$ cat src/rtl/multicycle_control.sv
// Main control FSM for a multicycle MIPS-style datapath: sequences fetch,
// decode and the per-opcode execute/memory/writeback steps.
module multicycle_control (
  input  logic       clk,
  input  logic       rst,
  input  logic [5:0] ins,
  input  logic       mem_ready,
  output logic       PCWrite,
  output logic       PCWriteCond,
  output logic       IorD,
  output logic       MemRead,
  output logic       MemWrite,
  output logic       IRWrite,
  output logic       MemtoReg,
  output logic       RegWrite,
  output logic       Reg_Dst,
  output logic       ALUSrcA,
  output logic [1:0] ALUSrcB,
  output logic [1:0] PCSource,
  output logic [2:0] ALUOp,
  output logic       illegal_op,
  output logic       instr_done,
  output logic [3:0] state
);

  typedef enum logic [3:0] {
    S_FETCH    = 4'd0,
    S_DECODE   = 4'd1,
    S_MEM_ADDR = 4'd2,
    S_MEM_RD   = 4'd3,
    S_MEM_WB   = 4'd4,
    S_MEM_WR   = 4'd5,
    S_EXEC     = 4'd6,
    S_R_WB     = 4'd7,
    S_BRANCH   = 4'd8,
    S_JUMP     = 4'd9,
    S_ADDI_EX  = 4'd10,
    S_ADDI_WB  = 4'd11
  } state_t;

  localparam logic [5:0] OP_RTYPE = 6'b000000;
  localparam logic [5:0] OP_LW    = 6'b100011;
  localparam logic [5:0] OP_SW    = 6'b101011;
  localparam logic [5:0] OP_BEQ   = 6'b000100;
  localparam logic [5:0] OP_J     = 6'b000010;
  localparam logic [5:0] OP_ADDI  = 6'b001000;

  localparam logic [1:0] SRCB_REG  = 2'b00;
  localparam logic [1:0] SRCB_FOUR = 2'b01;
  localparam logic [1:0] SRCB_IMM  = 2'b10;
  localparam logic [1:0] SRCB_SHL  = 2'b11;

  localparam logic [1:0] PCS_ALU    = 2'b00;
  localparam logic [1:0] PCS_ALUOUT = 2'b01;
  localparam logic [1:0] PCS_JUMP   = 2'b10;

  localparam logic [2:0] ALU_ADD   = 3'b000;
  localparam logic [2:0] ALU_SUB   = 3'b001;
  localparam logic [2:0] ALU_FUNCT = 3'b010;

  state_t cur, nxt;

  // State register
  always_ff @(posedge clk) begin
    if (rst) cur <= S_FETCH;
    else     cur <= nxt;
  end

  // Next-state logic; encodings 12-15 fall through to FETCH
  always_comb begin
    nxt = S_FETCH;
    case (cur)
      S_FETCH:    nxt = mem_ready ? S_DECODE : S_FETCH;
      S_DECODE: begin
        case (ins)
          OP_RTYPE:     nxt = S_EXEC;
          OP_LW, OP_SW: nxt = S_MEM_ADDR;
          OP_BEQ:       nxt = S_BRANCH;
          OP_J:         nxt = S_JUMP;
          OP_ADDI:      nxt = S_ADDI_EX;
          default:      nxt = S_FETCH;
        endcase
      end
      S_MEM_ADDR: begin
        if (ins == OP_LW)      nxt = S_MEM_RD;
        else if (ins == OP_SW) nxt = S_MEM_WR;
        else                   nxt = S_FETCH;
      end
      S_MEM_RD:   nxt = mem_ready ? S_MEM_WB : S_MEM_RD;
      S_MEM_WR:   nxt = mem_ready ? S_FETCH : S_MEM_WR;
      S_EXEC:     nxt = S_R_WB;
      S_ADDI_EX:  nxt = S_ADDI_WB;
      default:    nxt = S_FETCH;
    endcase
  end

  // Output logic; everything is forced low while rst is held so that
  // mem_ready-qualified strobes cannot fire during reset.
  always_comb begin
    PCWrite     = 1'b0;
    PCWriteCond = 1'b0;
    IorD        = 1'b0;
    MemRead     = 1'b0;
    MemWrite    = 1'b0;
    IRWrite     = 1'b0;
    MemtoReg    = 1'b0;
    RegWrite    = 1'b0;
    Reg_Dst     = 1'b0;
    ALUSrcA     = 1'b0;
    ALUSrcB     = SRCB_REG;
    PCSource    = PCS_ALU;
    ALUOp       = ALU_ADD;
    illegal_op  = 1'b0;
    instr_done  = 1'b0;
    if (!rst) begin
      case (cur)
        S_FETCH: begin
          MemRead = 1'b1;
          ALUSrcB = SRCB_FOUR;
          IRWrite = mem_ready;
          PCWrite = mem_ready;
        end
        S_DECODE: begin
          ALUSrcB = SRCB_SHL;
          case (ins)
            OP_RTYPE, OP_LW, OP_SW, OP_BEQ, OP_J, OP_ADDI: illegal_op = 1'b0;
            default:                                        illegal_op = 1'b1;
          endcase
        end
        S_MEM_ADDR, S_ADDI_EX: begin
          ALUSrcA = 1'b1;
          ALUSrcB = SRCB_IMM;
        end
        S_MEM_RD: begin
          MemRead = 1'b1;
          IorD    = 1'b1;
        end
        S_MEM_WR: begin
          MemWrite   = 1'b1;
          IorD       = 1'b1;
          instr_done = mem_ready;
        end
        S_MEM_WB: begin
          RegWrite   = 1'b1;
          MemtoReg   = 1'b1;
          instr_done = 1'b1;
        end
        S_EXEC: begin
          ALUSrcA = 1'b1;
          ALUOp   = ALU_FUNCT;
        end
        S_R_WB: begin
          RegWrite   = 1'b1;
          Reg_Dst    = 1'b1;
          instr_done = 1'b1;
        end
        S_ADDI_WB: begin
          RegWrite   = 1'b1;
          instr_done = 1'b1;
        end
        S_BRANCH: begin
          ALUSrcA     = 1'b1;
          ALUOp       = ALU_SUB;
          PCWriteCond = 1'b1;
          PCSource    = PCS_ALUOUT;
          instr_done  = 1'b1;
        end
        S_JUMP: begin
          PCWrite    = 1'b1;
          PCSource   = PCS_JUMP;
          instr_done = 1'b1;
        end
        default: ;
      endcase
    end
  end

  assign state = cur;

endmodule

$ cat config.mk
export PLATFORM = sky130hd
export DESIGN_NAME = multicycle_control
export DESIGN_NICKNAME = d
export VERILOG_FILES = /design/src/rtl/multicycle_control.sv
export SDC_FILE = /design/constraint.sdc
export NUM_CORES = 1
export LEC_CHECK = 0
export ABC_CLOCK_PERIOD_IN_PS = 2000
export CAP_MARGIN = 20
export CORE_MARGIN = 5
export CORE_UTILIZATION = 35
export DETAILED_ROUTE_END_ITERATION = 10
export PLACE_DENSITY = 0.78
export SLEW_MARGIN = 15
export SYNTH_ARGS = -nofsm -noshare
export SYNTH_HDL_FRONTEND = slang
export SYNTH_SLANG_ARGS = --single-unit
$ cat constraint.sdc
create_clock -name clk -period 2 [get_ports clk]
set_input_delay 0.5 -clock clk [delete_from_list [all_inputs] [get_ports clk]]
set_output_delay 0.5 -clock clk [all_outputs]
set_load 0.01 [all_outputs]
# == Word-level counts from Yosys, hierarchy flattened ==
# Index checks and enable logic that the tools add are counted.
# op_classes
muxes,38
n_eq_ne,16
n_reduce_logical,10
# op_table
cell,count
$pmux W4 S7,1
$mux W1,24
$pmux W4 S5,1
$eq A4 B3 Y1 const B,4
$eq A4 B4 Y1 const B,4
$eq A6 B6 Y1 const B,2
$mux W3,4
$eq A4 B2 Y1 const B,2
$pmux W2 S2,2
$reduce_or A2 Y1,4
$eq A6 B2 Y1 const B,1
$eq A6 B3 Y1 const B,1
$eq A6 B4 Y1 const B,1
$logic_not A6 Y1,1
$mux W2,3
$pmux W2 S3,1
$reduce_or A6 Y1,1
$reduce_or A5 Y1,1
$eq A4 B1 Y1 const B,1
$logic_not A4 Y1,1
$pmux W1 S2,2
$reduce_or A4 Y1,1
$reduce_or A3 Y1,1
# word_totals
ff_bits,4
elab_cells,65
in_bits,9
output_inout_bits,23

# == Longest topological paths before layout ==
# depth
ltp_word,5
ltp_mapped,5
depth_no_buf,4

# == Worst setup path after synthesis ==
# No wires, ideal clock.
# synth_path
kind,register to output
startpoint,register cur[1] (netlist: state[1])
endpoint,output port instr_done
slack_ps,75
path_buffers,1
required_time_ps,1500
stages_incl_launch_ff,4
arrival_time_ps,1425
cell_sequence,dfxtp_1 -> buf_2 -> o21bai_1 -> a2111oi_0
# synth_via
elab_chain_len,4
elab_cells_between_ends,9
# synth_lines
element,line,rtl
start: declaration,61,"state_t cur, nxt;"
start signal: assignment,66,else cur <= nxt;
$eq A4 B4 Y1 / $eq A4 B3 Y1 (equally long branches),116,case (cur)
$reduce_or A5 Y1 (no source line),-,
$pmux W1 S2 (*),116,
$mux W1 (*),115,if (!rst) begin
end: declaration,22,"output logic instr_done,"
# Mark *: on every way between the ends. The rest lies on a longest branch, timed or not.

# == Worst setup path in the final report ==
# layout_path
startpoint,register cur[0] (netlist: state[0])
endpoint,output port ALUSrcB[1]
# layout_via
elab_chain_len,4
elab_cells_between_ends,7
# layout_lines
element,line,rtl
$eq A4 B2 Y1 / $eq A4 B4 Y1 (equally long branches),116,
$reduce_or A2 Y1,-,
$pmux W2 S3 (*),116,
$mux W2 (*),115,
end: declaration,18,"output logic [1:0] ALUSrcB,"
# Marked as above.

==> summary.md <==
| Metric | Value |
|---|---|
| Worst path slowest cell | `dfxtp_2` |
| Critical Path Sink Type | `output pin` |
| CTS Buffer Depth | `2` |
| Initial antenna violation count | `0` |
| Final Hold Fails | `0` |
| CP peak stage delay | `0.40 ns` |
| Ys flop type | `dfxtp_1` |
| Router iterations before antenna repair | `5` |
| Number of synthesized register bits | `4` |
| DIE AREA | `2650 um^2` |
| First DRT Iteration DRCs | `19` |
| Worst hold endpoint | `state[2]` |
| Synth Area in Compound Gates | `23.7%` |
| Async SR Flop Fraction | `0%` |
| Worst Setup Path Type | `reg2out` |
| Worst Hold Class | `in2reg` |
| Crit path max fanout | `4` |
| Slew Limit Fails | `0` |
| CTS tree | `built` |
| Mapped Cells | `86` |
| Minimum clock period | `1.97 ns` |
| Crit path top cell by count | `buf_4` |
| Top post-synthesis cells by area | `dfxtp_1 (13%), nand2b_1 (6.2%), nor2_1 (6.2%)` |
| Final net count | `159` |
| Worst-Skew Late Latency | `0.25 ns` |
| GRT Residual Overflow | `0` |
| Leak Pwr | `0.563 nW` |
| Remaining DRCs | `0` |
| Routed wire length | `2.53 mm` |
| Max FFs per register | `4` |
| Sequential area share after synthesis | `13.3%` |
| Synth cell types | `41` |
| Core box area | `1690 um^2` |
| Cell taking the most area after synthesis | `dfxtp_1` |
| Detailed-route via count | `937` |
| RePlAce Congestion | `0.737` |
| Chip Height | `51.5 um` |
| H-tree levels | `1` |
| Largest net degree at the start of global routing | `13` |
| Vias in the first global route | `911` |
| Total power | `0.351 mW` |
| Crit path DAT | `1.47 ns` |
| Crit start category | `flip-flop` |
| Dpl cell area | `1160 um^2` |
| Worst-case vdd ir drop | `0.226 mV` |
| Worst Skew | `0.00194 ns` |
| Reg-to-reg startpoint | `state[0]` |
| WL/cell | `15.3 um` |
| Post-DP HPWL | `1.82 mm` |
| Sinks on Clock Net | `4` |
| Critical Path, Cell by Cell | `buf_4, nand2b_4, buf_4, o21ai_0, and2_1, clkdlybuf4s15_2` |
| GRT Overall Usage | `19.4%` |
| Hold Path Depth | `4` |
| Post-route design area | `1260 um^2` |
| CP bufs+invs | `3` |
| Ant. Diodes | `0` |
| Area grow syn2layout | `108%` |
| Most frequent cells after synthesis | `nor2_1 (10), nand2b_1 (6), nor4_1 (6)` |
| Ratio of cells with drive above 1 in the final layout | `54.1%` |
| DRT antenna net count | `0` |
| EDFF count, synth | `0` |
| Ys Warns | `0` |
| # IOs | `32` |
| Worst R2R Setup Slack | `0.52 ns` |
| Largest family of logic cells by synthesized area | `simple AND/OR/NAND/NOR gates` |
| Post-Syn Nets | `95` |
| Synth top area share | `13.3%` |
| I/O Buffers | `30` |
| Hold path start | `ins[3]` |
| Max-cap violation count | `0` |
| Post-synthesis xor/xnor area fraction | `2.90%` |
| PwrDens | `280 nW/um^2` |
| Die width | `51.5 um` |
| Initial Util | `35.7%` |
| Proportion of synthesized area in mux cells | `0%` |
| Clk root buf | `clkbuf_4` |
| Total CTS buffers | `3` |
| Post-Synth Simple-Gate Area | `50.4%` |
| Status | `completed` |
| Crit share post-route | `98.3%` |
| Max-slew headroom | `64.0%` |
| Final setup viols | `0` |
| First-pass GRT wire length | `3.87 mm` |
| Max Clk Rate | `0.509 GHz` |
| Vias per cell | `5.68` |
| Clock-pin slew on the worst setup and hold paths | `0.04 ns` |
| Measured slew at the worst slew-check pin | `0.533 ns` |
| Cell family with most CP delay | `buffers and inverters` |
| Synth Area in Adders | `0%` |
| Crit Reg-Reg Endpoint | `state[0]` |
| Unrepaired setup endpoints after global routing | `no` |
| Worst path required time | `1.50 ns` |
| Synth Cell Area | `603 um^2` |
| Cell Rows | `15` |
| Worst R2R Path Depth | `6` |
| Syn_area_per_cell | `7.01 um^2` |
| Most frequent cell after synthesis | `nor2_1` |
## area by class of cell
| class | instances | area [um^2] |
|---|---|---|
| fillers | 119 | 433 |
| clock buffers | 3 | 22.5 |
| flip-flops and latches | 4 | 85.1 |
| repair buffers | 68 | 543 |
| well taps | 17 | 21.3 |
| multi-input cells | 73 | 584 |
## worst max path at each step
stage                      end  slack [ns]  depth (start not counted)      start
finish              ALUSrcB[1]        0.03                          6   state[0]
global route        illegal_op       0.002                          6     ins[0]
CTS                 illegal_op       -0.04                          6     ins[1]
detailed placement  instr_done       -0.67                          5  mem_ready
global placement    instr_done       -0.63                          5  mem_ready
floorplan           instr_done        0.07                          3   state[1]
## report_power, final
part	switching [mW]	internal (mW)
clock	0.0395	0.0675
sequential	0.00427	0.0826
combinational	0.0716	0.0859
total	0.115	0.236
## per-stage QoR
stage	std cells	util (%)	TNS (ns)	setup slack [ns]	hold slack, ns
after floorplan	86	-	0	0.0749	0.654
after global placement	160	69.0	-8.85	-0.635	0.728
after detailed placement	160	69.0	-9.44	-0.671	0.744
after CTS	165	74.1	-0.0438	-0.0438	0.740
after global routing	165	74.4	0	0.00170	0.743
final	165	74.4	0	0.0342	0.695
## timing repair
item,CTS,global route
hold buffers,0,0
resized for setup,79,21
pin swaps,5,6
buffers inserted,2,0
endpoints found under the setup margin,18,9
## cells in the final DEF, fill, tap and decap left out, types with 2 or more instances in the layout
cell	n
a211oi_1	2
a31oi_1	3
and3_4	2
buf_12	2
buf_2	10
buf_4	34
buf_6	2
clkbuf_2	4
clkbuf_4	3
clkdlybuf4s15_2	2
clkdlybuf4s50_1	4
dfxtp_2	4
dlygate4sd2_1	7
nand2_1	2
nand2b_1	2
nand2b_4	4
nor2_1	9
nor2b_1	5
nor3_1	3
nor4_2	3
nor4_4	3
o21ai_0	3
o21ai_1	2
## worst reg2reg max path, delay by kind of cell (launching register included)
family / cells / cell delay, ns
compound gates: 2 / 0.65
simple gates: 2 / 0.09
flops: 1 / 0.35
buf+inv: 2 / 0.24
## kinds of logic after synthesis
logic type                count (synthesis)
and+or+nand+nor                          50
AOI/OAI and AO/OA                        20
buffers and inverters                     9
DFF                                       4
xor gates and xnor gates                  2
other                                     1
## metal layers
layer | up-vias | track usage (%) | part of all wire [%]
li1 | 445 | - | -
met1 | 440 | 18.5 | 38
met2 | 39 | 38.1 | 52
met3 | 13 | 2.58 | 5.8
met4 | 0 | 12.2 | 4.3
met5 | - | 0 | 0
Note: power is estimated with default switching activity, not from simulation.
